**src/rtl/ne_ffp_norm_pack.sv**
```systemverilog
// ne_ffp_norm_pack: converts the unnormalized FFP adder-tree sum into a packed
// binary32 word (RNE to fp32 or tf32 precision) or passes integers through,
// and counts exponent overflow/underflow events.
//
// Handshake: a word moves on an edge where valid & ready are both high.
// adv = ~out_valid | out_ready. Every register stage (S1, S2, S3, output)
// advances together when adv is high and holds, bubbles included, when it is
// low. in_ready = adv. Once out_valid is high, out_data is stable until the
// edge on which out_ready is sampled high.
module ne_ffp_norm_pack #(
    parameter int CNT_W = 16
) (
    input  logic             clk,
    input  logic             rst_n,
    input  logic             in_valid,
    output logic             in_ready,
    input  logic [40:0]      in_data,
    input  logic [2:0]       in_mode,
    output logic             out_valid,
    input  logic             out_ready,
    output logic [31:0]      out_data,
    input  logic             cnt_clr,
    output logic [CNT_W-1:0] ovf_cnt,
    output logic [CNT_W-1:0] unf_cnt
);

    typedef enum logic [1:0] {K_NORM, K_ZERO, K_INF, K_NAN} kind_t;

    logic adv;
    assign adv      = ~out_valid | out_ready;
    assign in_ready = adv;

    // S1 registers: captured word and its mode
    logic        s1_valid;
    logic [2:0]  s1_mode;
    logic [40:0] s1_data;

    // S2 registers: magnitude, leading-one position, unbiased exponent
    logic        s2_valid, s2_int, s2_tf32, s2_sign, s2_s;
    kind_t       s2_kind;
    logic [26:0] s2_mag;
    logic [4:0]  s2_p;
    logic [11:0] s2_exp;
    logic [31:0] s2_iword;

    // S3 registers: rounded fraction and final exponent
    logic        s3_valid, s3_int, s3_sign, s3_s;
    kind_t       s3_kind;
    logic [22:0] s3_frac;
    logic [11:0] s3_exp;
    logic [31:0] s3_iword;

    logic out_ovf, out_unf;

    // S1 combinational: classify, take magnitude (-2^26 maps to 2^26), find leading one
    logic [26:0] s1_m, s1_mag;
    logic [9:0]  s1_e;
    logic [4:0]  s1_p;
    logic [11:0] s1_exp;
    kind_t       s1_kind;
    always_comb begin
        s1_m    = s1_data[26:0];
        s1_e    = s1_data[36:27];
        s1_mag  = s1_m[26] ? (~s1_m + 27'd1) : s1_m;
        s1_p    = '0;
        for (int i = 0; i < 27; i++) begin
            if (s1_mag[i]) s1_p = 5'(i);
        end
        s1_exp  = {{2{s1_e[9]}}, s1_e} - 12'd25 + {7'd0, s1_p};
        if (s1_data[40])                     s1_kind = K_NAN;
        else if (s1_data[39])                s1_kind = K_INF;
        else if (s1_data[38] || s1_m == '0)  s1_kind = K_ZERO;
        else                                 s1_kind = K_NORM;
    end

    // S2 combinational: normalize so the leading one sits at bit 26, then RNE
    logic [25:0] s2_nrm;
    logic        inc32, inc16;
    logic [23:0] rnd32;
    logic [10:0] rnd16;
    logic [22:0] s2_frac;
    logic        s2_carry;
    always_comb begin
        s2_nrm   = 26'(s2_mag << (5'd26 - s2_p));
        inc32    = s2_nrm[2] & ((|s2_nrm[1:0]) | s2_nrm[3]);
        inc16    = s2_nrm[15] & ((|s2_nrm[14:0]) | s2_nrm[16]);
        rnd32    = {1'b0, s2_nrm[25:3]} + {23'd0, inc32};
        rnd16    = {1'b0, s2_nrm[25:16]} + {10'd0, inc16};
        s2_frac  = s2_tf32 ? {rnd16[9:0], 13'd0} : rnd32[22:0];
        s2_carry = s2_tf32 ? rnd16[10] : rnd32[23];
    end

    // S3 combinational: bias, range check and pack
    logic [11:0] biased;
    logic [31:0] pack_word;
    logic        pack_ovf, pack_unf;
    always_comb begin
        biased    = s3_exp + 12'd127;
        pack_word = '0;
        pack_ovf  = 1'b0;
        pack_unf  = 1'b0;
        if (s3_int) begin
            pack_word = s3_iword;
        end else begin
            case (s3_kind)
                K_NAN:  pack_word = 32'h7FC0_0000;
                K_INF:  pack_word = {s3_s, 8'hFF, 23'd0};
                K_ZERO: pack_word = {s3_s, 31'd0};
                default: begin
                    if ($signed(biased) >= 12'sd255) begin
                        pack_word = {s3_sign, 8'hFF, 23'd0};
                        pack_ovf  = 1'b1;
                    end else if ($signed(biased) <= 12'sd0) begin
                        pack_word = {s3_sign, 31'd0};
                        pack_unf  = 1'b1;
                    end else begin
                        pack_word = {s3_sign, biased[7:0], s3_frac};
                    end
                end
            endcase
        end
    end

    // Valid bits and output word: reset clears them, otherwise shift on adv
    always_ff @(posedge clk) begin
        if (!rst_n) begin
            s1_valid  <= 1'b0;
            s2_valid  <= 1'b0;
            s3_valid  <= 1'b0;
            out_valid <= 1'b0;
            out_data  <= '0;
            out_ovf   <= 1'b0;
            out_unf   <= 1'b0;
        end else if (adv) begin
            s1_valid  <= in_valid;
            s2_valid  <= s1_valid;
            s3_valid  <= s2_valid;
            out_valid <= s3_valid;
            out_data  <= pack_word;
            out_ovf   <= s3_valid & pack_ovf;
            out_unf   <= s3_valid & pack_unf;
        end
    end

    // Datapath registers: no reset needed, qualified by the valid bits
    always_ff @(posedge clk) begin
        if (adv) begin
            s1_mode  <= in_mode;
            s1_data  <= in_data;
            s2_int   <= (s1_mode == 3'b001);
            s2_tf32  <= (s1_mode == 3'b100);
            s2_sign  <= s1_m[26];
            s2_s     <= s1_data[37];
            s2_kind  <= s1_kind;
            s2_mag   <= s1_mag;
            s2_p     <= s1_p;
            s2_exp   <= s1_exp;
            s2_iword <= {{9{s1_data[22]}}, s1_data[22:0]};
            s3_int   <= s2_int;
            s3_sign  <= s2_sign;
            s3_s     <= s2_s;
            s3_kind  <= s2_kind;
            s3_frac  <= s2_frac;
            s3_exp   <= s2_exp + {11'd0, s2_carry};
            s3_iword <= s2_iword;
        end
    end

    // Saturating event counters, clear wins over increment
    always_ff @(posedge clk) begin
        if (!rst_n || cnt_clr) begin
            ovf_cnt <= '0;
            unf_cnt <= '0;
        end else if (out_valid && out_ready) begin
            if (out_ovf && !(&ovf_cnt)) ovf_cnt <= ovf_cnt + CNT_W'(1);
            if (out_unf && !(&unf_cnt)) unf_cnt <= unf_cnt + CNT_W'(1);
        end
    end

endmodule
```
**config.mk**
```make
export PLATFORM = sky130hd
export DESIGN_NAME = ne_ffp_norm_pack
export DESIGN_NICKNAME = d
export VERILOG_FILES = /design/src/rtl/ne_ffp_norm_pack.sv
export SDC_FILE = /design/constraint.sdc
export NUM_CORES = 1
export LEC_CHECK = 0
export CAP_MARGIN = 0
export CORE_UTILIZATION = 52
export DETAILED_ROUTE_END_ITERATION = 7
export PLACE_DENSITY_LB_ADDON = 0.25
export SKIP_LAST_GASP = 1
export SYNTH_ARGS = -nofsm -noshare
export SYNTH_HDL_FRONTEND = slang
export SYNTH_SLANG_ARGS = --single-unit
```
**constraint.sdc**
```tcl
create_clock -name clk -period 8.9 [get_ports clk]
set_input_delay 1.78 -clock clk [delete_from_list [all_inputs] [get_ports clk]]
set_output_delay 1.78 -clock clk [all_outputs]
set_load 0.1 [all_outputs]
```
; ---- Word level (Yosys, flattened, before mapping)
; Index checks and enable logic that the tools add are counted.
[op_classes]
add_sub_neg = 10
order_cmp = 2
n_eq_ne = 5
n_shift = 1
mux = 42
bitwise_logic = 9
n_reduce_logical = 17
[op_table]
columns = operator, n
row1 = $mux 5, 25
row2 = $pmux 32 s3, 1
row3 = $mux 31, 2
row4 = $add 16x1->16 const B, 2
row5 = $mux 32, 1
row6 = $reduce_and 16->1, 2
row7 = $add 27x1->27 const B, 1
row8 = $logic_not 27->1, 1
row9 = $mux 27, 1
row10 = $not 27->27, 1
row11 = $shl 27x5->26, 1
row12 = $add 23x1->24, 1
row13 = $mux 23, 1
row14 = $reduce_or 15->1, 1
row15 = $add 11x6->12, 1
row16 = $add 12x1->12, 1
row17 = $add 12x7->12 const B, 1
row18 = $ge 12x9->1 const B, 1
row19 = $le 12x1->1 const B, 1
row20 = $add 10x1->11, 1
row21 = $mux 1, 11
row22 = $sub 10x6->11 const B, 1
row23 = $sub 5x5->5 const A, 1
row24 = $and 1x1->1, 4
row25 = other kinds (12), 22
[totals]
regBits = 250
inputBits = 49
out_inout_bits = 66
wordCells = 115

; ---- Depth between registers and ports, before layout
; Gate-level depths: netlist (run 1).
[logic_depth]
word_depth = 30
ltp_mapped = 24
ltp_nobuf = 24

; ---- Worst setup path after synthesis (run 1)
; Ideal clock, no wire load.
[synth_timing]
kind = in2out
from = input out_ready
to = output in_ready
t_arrival_ps = 7688
required_ps = 7120
slack_ps = -568
cell_stages = 3
path_buffers = 1
path_cell_list = nor2b_1 inv_1 clkbuf_1
[synth_between]
elab_chain_len = 1
[synth_lines]
columns = element, line
row1 = "start, declared", 20  ; input logic out_ready,
row2 = $or 1x1->1, 30  ; assign adv = ~out_valid | out_ready;
row3 = "end, declared", 16  ; output logic in_ready,
; No other way between the ends.

; ---- Worst setup path after layout (run 1)
; Same ends and word-level chain as after synthesis.

==> results list, run 1 <==
* Classification of the worst setup path: input port to primary output
- In the final routed layout, each cell accounts on average for 15.80 um.
- The critical path contains buffers and inverters numbering 4 combined.
* Endpoint required time on the critical path: about 7.1 ns
- Layout net count: ~1300
- Worst Path Arrival: 4.32 ns
- Total track usage: 19.88%
- In the synthesized netlist, the number of instances is 1094.
- The initial antenna violation count came to 1.
* Synth Flop Type: sky130_fd_sc_hd__edfxtp_1
- The most numerous cell type found on the critical path is sky130_fd_sc_hd__clkdlybuf4s50_1.
- Net Count, Synth: 1168
- Post-layout min period: ~6.1 ns
- Fraction of post-synthesis cell area in the top cell type by area: 43.23%
- Setup Viol. Count Final: 0
* Final Hold Vio Count: 0
* Post-Syn Area per Cell: 11.30 um^2
- Worst slew margin relative to its limit: around a fifth
- For this run, design rule violations remaining after detail routing come to 0.
- The slowest stage of the critical path belongs to the cell sky130_fd_sc_hd__clkdlybuf4s50_1.
- In this run the power density over the cells is ~230 nW/um^2.
* Ys async rst share: 0%
- Sorting the synthesized cells by how often they occur yields sky130_fd_sc_hd__edfxtp_1 (178), sky130_fd_sc_hd__nor2_1 (110), sky130_fd_sc_hd__nand2_1 (81).
- Launch point of the worst hold path: s2_kind[0]
* Relative contribution of the clock network to total power: 30.9%
- For this design, the sink count on the clock tree is 248.
- The core region is 23400 um^2.
- The number of setup buffers added after CTS is 0.
- VDD sags by at most 0.1620 mV.
- The first routing iteration left 600 violations.
* Cells taking the most area after synthesis: sky130_fd_sc_hd__edfxtp_1 (43%), sky130_fd_sc_hd__dfxtp_1 (11%), sky130_fd_sc_hd__xor2_1 (3.9%), sky130_fd_sc_hd__nor2_1 (3.3%), sky130_fd_sc_hd__mux4_2 (2.9%)
- Total iterations of the first detailed-routing run: 5
- Summed over all failing endpoints, the final setup total negative slack is 0 ns.
- Counting distinct cell types in the post-synthesis netlist gives 77.
- Leakage power of the design: between 5 and 6 nW
- Summed over all nets, the switching power comes to roughly 1 mW.
- The critical path goes through clkdlybuf4s50_1, nor2b_2, buf_4, inv_8, clkdlybuf4s50_1.
* Post-DRT Antenna Nets: 0
- In this run the critical register-to-register path is launched from s1_data[1].
- Sequential elements use a little over half of the synthesized area.
* Class of the worst hold path: flop to flop
- The final-report max-slew violation count came to 0.
- The floorplan has 56 rows.
- For this design, the CTS-stage hold fixing added 0 buffers.
- Wire length of the first global-routing pass: around 39000 um
- DIE WIDTH: 156.2 um
* Top cell family by delay on the critical path: buffers and inverters
* Post-synth top area cell: sky130_fd_sc_hd__edfxtp_1
- Chip Height: 156.2 um
* Detail Placement HPWL: around 17000 um
- Maximum clock frequency: 164.1 MHz
- Combinational cell fraction of total power: 24.1%
- Start point of the critical path: out_ready
- Setup slack on the worst reg-to-reg path comes out at between 3 and 4 ns.
- Largest net degree at the start of global routing: just under 80
- Cells with a size suffix above 1 make up under 10% of the layout.
* Maximum clock insertion buffer count: 3
- Counting flops with a built-in enable in the synthesized netlist gives around 180.
- Number of synthesized register bits: 248
* Die ar.: 24400 um^2
* Worst Path Max Fanout: between 70 and 80
- Antenna Diode Count: 0
- Total number of H-tree levels: 1
- Clock input transition at the sequential cells of the worst setup and hold paths: ~0.06 ns
* TritonCTS buffer count: 27
* Outcome: finished clean
- Across all layers, the routed design uses 8529 vias.
- After layout, the worst path uses just under 70% of the clock period.
* RSZ-0062 raised after global routing: false
- Total power for the finished layout comes to 3.340 mW.
- approximately 120 I/O pins were placed.
- Weighted congestion reported at the end of routability-driven placement: 0.8887
* YS warnings: 0
* Area grow syn2layout: 18.01%
- Transition time at the pin with the least slew margin: 1.192 ns
- TritonCTS built the clock tree.
* Number of I/O port buffers: approximately 110
- The routed design has approximately 24000 um of wire.
* Max_cap viols: 0
- Clock root buffer: sky130_fd_sc_hd__clkbuf_16
- The clock arrives with 0.01779 ns of skew.
- Vias/cell: 5.546
* CP Launch Type: input port
* Switch share: 29.86%
- Initial core utilization: 52.83%
* Total congestion overflow after global routing: 0
- Delay of the slowest critical-path stage: 1.23 ns
- Post-CTS sizing: 0
- Dominant cell by count in the synthesized netlist: sky130_fd_sc_hd__edfxtp_1
* P_int: 2.343 mW
- Clock latency on the worst-skew pair, taken at its later pin, is 0.53 ns.
* Number of global-route vias before repair: 7854
* Endpoint class of the critical path: primary output
- In this run the cell area of the synthesized design comes to around 12000 um^2.
- Sequential cells account for 45.1% of the total power.
[worst paths after layout]
check                                   to  cells after the start
worst max-delay path              in_ready                      5
worst min-delay path            s3_kind[0]                      0
worst max register to register  s2_exp[10]                     22
worst min register to register  s3_kind[0]                      0
[metrics by stage]
stage          std cells  utilization [%]  worst slack (ns)  hold WS [ns]  area, um^2
2_1_floorplan       1094                -             2.478        0.4003       12360
3_3_place_gp        1489            58.84             2.860        0.4019       13770
3_5_place_dp        1489            58.84             2.834        0.4054       13770
4_1_cts             1538            62.34             2.822        0.4153       14590
5_1_grt             1538            62.34             2.736        0.4259       14590
6_report            1538            62.34             2.805        0.4142       14590
[kinds of logic after synthesis]
logic type,Yosys count,synth area share (%)
AND/OR/NAND/NOR,351,14.15
multiplexers,57,6.477
AO/OA/AOI/OAI,217,11.59
adder cells (fa/ha/maj),25,2.591
flip-flops,248,54.57
XOR/XNOR,98,7.277
buffers and inverters,98,3.350
[metal layers]
layer | global-route usage [%] | vias to the layer above | part of all wire [%]
met4 | 4.669 | 0 | 1.6
met5 | 0 | - | 0
met3 | 2.667 | 28 | 5.6
li1 | - | 4236 | -
met1 | 28.74 | 4031 | 47
met2 | 31.78 | 234 | 45
[placed cells by master, fill, tap and decap left out, types with 5 or more instances in the layout]
master / n
sky130_fd_sc_hd__edfxtp_1: 178
sky130_fd_sc_hd__clkdlybuf4s50_1: 114
sky130_fd_sc_hd__nor2_1: 110
sky130_fd_sc_hd__nand2_1: 81
sky130_fd_sc_hd__dfxtp_1: 70
sky130_fd_sc_hd__o21ai_0: 66
sky130_fd_sc_hd__xor2_1: 55
sky130_fd_sc_hd__inv_1: 48
sky130_fd_sc_hd__xnor2_1: 39
sky130_fd_sc_hd__nand3_1: 35
sky130_fd_sc_hd__a21oi_1: 35
sky130_fd_sc_hd__mux2i_1: 29
sky130_fd_sc_hd__clkbuf_16: 27
sky130_fd_sc_hd__ha_1: 24
sky130_fd_sc_hd__a221oi_1: 22
sky130_fd_sc_hd__nor3_1: 19
sky130_fd_sc_hd__nand4_1: 17
sky130_fd_sc_hd__mux4_2: 16
sky130_fd_sc_hd__nor2b_1: 15
sky130_fd_sc_hd__a31oi_1: 13
sky130_fd_sc_hd__mux2_2: 11
sky130_fd_sc_hd__buf_4: 11
sky130_fd_sc_hd__nand2b_1: 10
sky130_fd_sc_hd__a21boi_0: 9
sky130_fd_sc_hd__clkbuf_1: 9
sky130_fd_sc_hd__o31ai_1: 8
sky130_fd_sc_hd__o21a_1: 8
sky130_fd_sc_hd__a211oi_1: 8
sky130_fd_sc_hd__and3_1: 8
sky130_fd_sc_hd__nor3b_1: 8
sky130_fd_sc_hd__or3_1: 7
sky130_fd_sc_hd__o211ai_1: 7
sky130_fd_sc_hd__a21o_1: 6
sky130_fd_sc_hd__or4_1: 5
sky130_fd_sc_hd__and2_1: 5
sky130_fd_sc_hd__a22oi_1: 5
sky130_fd_sc_hd__clkinv_2: 5
[cell type report]
class / instances / area [um^2]
clock buffers: 42 / 757.0
clock inverters: 7 / 62.56
fillers: 1910 / 8812
inverters: 49 / 191.4
multi-input cells: 748 / 5210
flip-flops and latches: 248 / 6746
well taps: 319 / 399.1
repair buffers: 125 / 1224
[state kept, by name (all words and copies together) (netlist names), 16 cells and up]
signal / cells
s2_mag: 26
s3_iword: 23
unf_cnt: 16
ovf_cnt: 16
out_data: 32
s2_iword: 22
s1_data: 41
s3_frac: 23
[power groups by stage]
stage	logic [mW]	clock network (mW)	registers (mW)
5_1_grt	0.875	1.11	1.52
3_3_place_gp	0.779	0	1.52
4_1_cts	0.797	1.05	1.50
3_5_place_dp	0.791	0	1.53
2_1_floorplan	0.581	0	1.55
6_report	0.804	1.03	1.51
[worst register-to-register path, stage by stage (launching register included)]
cell                       delay [ns]
sky130_fd_sc_hd__edfxtp_1        0.44
sky130_fd_sc_hd__inv_1           0.09
sky130_fd_sc_hd__ha_1            0.17
sky130_fd_sc_hd__or3b_2          0.51
sky130_fd_sc_hd__or3_4           0.36
sky130_fd_sc_hd__o21a_1          0.18
sky130_fd_sc_hd__xor2_1          0.18
sky130_fd_sc_hd__or4_1           0.60
sky130_fd_sc_hd__a31oi_1         0.23
sky130_fd_sc_hd__o21a_1          0.17
sky130_fd_sc_hd__o21ai_0         0.10
sky130_fd_sc_hd__ha_1            0.35
sky130_fd_sc_hd__inv_1           0.05
sky130_fd_sc_hd__ha_1            0.29
sky130_fd_sc_hd__a21o_1          0.17
sky130_fd_sc_hd__a21oi_1         0.21
sky130_fd_sc_hd__o21ai_0         0.10
sky130_fd_sc_hd__a21oi_1         0.22
sky130_fd_sc_hd__nor2b_1         0.08
sky130_fd_sc_hd__o21a_1          0.18
sky130_fd_sc_hd__o21ai_0         0.15
sky130_fd_sc_hd__nand2b_1        0.07
sky130_fd_sc_hd__a21oi_1         0.13
Note: power is estimated with default switching activity, not from simulation.
==> run 2, diff against run 1 <==
==> constraint.sdc (replaced) <==
create_clock -name clk -period 5.5 [get_ports clk]
set_input_delay 1.1 -clock clk [delete_from_list [all_inputs] [get_ports clk]]
set_output_delay 1.1 -clock clk [all_outputs]
set_load 0.1 [all_outputs]
==> run 2 against run 1 <==
Combinational power is 65% higher. Sequential share of layout area is 0.56 points lower. Clock-buffer cell count is 8 lower. Via count is 1.8% higher.
==> results list, run 2 (synthesized netlist as in run 1, its figures left out) <==
- TritonCTS built the clock tree.
* Antenna violations before repair: 0
* Final worst setup slack: 0.4134 ns
- Fill count: 1919
- Worst hold path endpoint: s3_kind[0]
- CTS built an H-tree with a depth of 1.
- Setup repair after global routing left no endpoint under its margin.
* Launch point of the worst hold path: s2_kind[0]
- The total overflow left after global routing is 0.
- Maximum clock frequency: 196.6 MHz
- The via count of the first global-routing pass is around 8100.
- Fraction of final layout cells sized beyond drive strength 1: 9.641%
- Worst Path Arrival: 5.46 ns
- Class of the worst hold path: flop to flop
* Antenna Diode Count: 0
* Detail Placement HPWL: 17900 um
* Pwr per Cell Area: 380.5 nW/um^2
* Post-layout min period: 5.087 ns
- The register with the most flip-flops in the layout has just over 40 of them.
- Wire length of the first global-routing pass: approximately 41000 um
* Regs by FF count: s1_data (41), out_data (32), s2_mag (26)
- Total track usage: 20.81%
- The endpoint identified for the worst register-to-register timing path is s2_exp[10].
- Post-Route Setup TNS: 0 ns
- 115 I/O pins were placed.
- In this run the remaining antenna-violating nets after routing total 0.
* Clk sinks: 248
* Crit Reg-Reg Startpoint: s1_data[0]
* Number of I/O port buffers: 114
- Worst Path Max Fanout: 5
- The clock network burns 33.1% of the power.
* Classification of the worst setup path: flop to flop
- Residual DRC count: 0
- The first detailed-routing pass ran for 6 iterations.
- The worst-case IR drop observed on VDD is ~0.26 mV.
- Chip Height: 156.2 um
* R2R depth: 22
* Number of max-slew violations in the final report: 0
- STA classifies the critical path endpoint as a flop.
* Endpoint required time on the critical path: 5.87 ns
- Summed over all nets, the switching power comes to 1.654 mW.
* TritonCTS buffer count: 27
- Transition time at the pin with the least slew margin: 1.170 ns
* Routed length per placed instance: roughly 16 um
- Clock input transition at the sequential cells of the worst setup and hold paths: 0.06 ns
* Largest net degree at the start of global routing: 86
- In the final layout, the multi-input gates occupy 5228 um^2.
* Combinational cell fraction of total power: 23.6%
- Final Hold Vio Count: 0
- Most common cell after layout, fill and taps aside: sky130_fd_sc_hd__edfxtp_1
* Clk_lat worst skew: 0.53 ns
- Cell Count, Final, Fillers Out: 1543
- DIE WIDTH: 156.2 um
- Most frequent cells in the layout: sky130_fd_sc_hd__edfxtp_1 (178), sky130_fd_sc_hd__clkdlybuf4s50_1 (113), sky130_fd_sc_hd__nor2_1 (110)
- The area growth from synthesis to layout is 19.46%.
* Standard-cell rows: 56
* Weighted congestion reported at the end of routability-driven placement: about 0.88
* Max_cap viols: 0
* Total area of sequential cells: 6746 um^2
* Post-Route Skew: approximately 0.011 ns
- In this run the register-to-register setup slack is 0.41 ns.
* Maximum clock insertion buffer count: 3
- Prior to clock tree synthesis, the placed netlist has a worst setup slack of 0.3754 ns.
- The floorplan step defined a die boundary enclosing 24400 um^2.
- Cell count of the worst hold path: 0
- Placed insts: 1496
- Ranked by flip-flop count, first place goes to s1_data.
- The worst setup path is launched from a flop.
* Via total after detailed routing: 8684
* Number of violations reported at the end of detailed-routing iteration 0: 601
- Worst slew margin relative to its limit: 21.97%
- Fraction of power consumed by sequential logic: 43.3%
- Switch share: 29.43%
- Setup violations remaining at the end of the flow were counted as 0.
- Cell internal power was estimated by the tool at 3.966 mW.
- Layout net count: 1280
- For this configuration, the core starts out at a cell density of 52.83%.
- Clock root buffer: sky130_fd_sc_hd__clkbuf_16
- Vias/cell: 5.628
- Final worst-path cycle share: 92.48%
- The core region is around 23000 um^2.
* Leakage power of the design: ~5.4 nW
* Routed WL: ~25000 um
- Outcome: finished clean
run 2: cell types whose count changed in the layout (fill, tap and decap cells not counted), sizes merged:
cell / change
clkinvlp: +2
clkinv: +2
bufinv: +2
clkbuf: -8
clkdlybuf4s50: -1
buf: +8
run 2: cell type report:
cell class	instances	share of cell area [%]
flip-flops and latches	248	45.68
well taps	319	2.702
clock buffers	34	5.329
inverters	49	1.296
repair buffers	132	8.624
clock inverters	13	0.9742
multi-input cells	748	35.39
run 2: metal layers:
layer  part of all wire [%]  track usage, %  wire (um)  vias to the layer above
li1                       -               -          -                     4253
met1                     46           29.20      11720                     4142
met2                     46           34.03      11670                      254
met3                    5.3           2.972       1339                       35
met4                    1.9           5.182        489                        0
met5                      0               0          0                        -
run 2: worst max-delay path: stages, from the launching register on:
cell,delay [ns]
sky130_fd_sc_hd__edfxtp_1,0.44
sky130_fd_sc_hd__inv_1,0.09
sky130_fd_sc_hd__ha_1,0.17
sky130_fd_sc_hd__or3b_2,0.50
sky130_fd_sc_hd__or3_4,0.36
sky130_fd_sc_hd__o21a_1,0.19
sky130_fd_sc_hd__xor2_1,0.17
sky130_fd_sc_hd__or4_1,0.57
sky130_fd_sc_hd__a31oi_1,0.17
sky130_fd_sc_hd__o21a_1,0.16
sky130_fd_sc_hd__o21ai_0,0.09
sky130_fd_sc_hd__ha_1,0.35
sky130_fd_sc_hd__inv_1,0.06
sky130_fd_sc_hd__ha_1,0.29
sky130_fd_sc_hd__a21o_1,0.15
sky130_fd_sc_hd__a21oi_1,0.21
sky130_fd_sc_hd__o21ai_0,0.11
sky130_fd_sc_hd__a21oi_1,0.23
sky130_fd_sc_hd__nor2b_1,0.07
sky130_fd_sc_hd__o21a_1,0.18
sky130_fd_sc_hd__o21ai_0,0.14
sky130_fd_sc_hd__nand2b_1,0.07
sky130_fd_sc_hd__a21oi_1,0.15
run 2: how the worst max path moves through the flow:
stage	startpoint	endpoint	slack, ns	cells after the start
2_1_floorplan	out_ready	in_ready	0.44	3
3_3_place_gp	s1_data[1]	s2_exp[11]	0.54	24
3_5_place_dp	s1_data[0]	s2_exp[11]	0.38	24
4_1_cts	s1_data[0]	s2_exp[11]	0.35	24
5_1_grt	s1_data[9]	s2_exp[10]	0.007	21
6_report	s1_data[0]	s2_exp[10]	0.41	22
run 2: per-stage QoR:
stage	area, um^2	power, mW	hold WS [ns]	utilization, %
2_1_floorplan	12360	3.451	0.4003	-
3_3_place_gp	13820	3.748	0.4019	59.06
3_5_place_dp	13820	3.775	0.4045	59.06
4_1_cts	14750	5.640	0.4193	63.03
5_1_grt	14770	5.873	0.4208	63.11
6_report	14770	5.620	0.4122	63.11
run 2: repair_timing:
action / in CTS / in global routing
gates resized for setup: 0 / 3
buffers inserted: 0 / 0
endpoints found under the setup margin: 0 / 3
hold buffers: 0 / 0
run 2: power groups by stage:
stage | combinational [mW] | sequential, mW | clock [mW]
2_1_floorplan | 0.940 | 2.51 | 0
3_3_place_gp | 1.29 | 2.46 | 0
3_5_place_dp | 1.31 | 2.47 | 0
4_1_cts | 1.31 | 2.43 | 1.89
5_1_grt | 1.44 | 2.46 | 1.97
6_report | 1.33 | 2.43 | 1.86
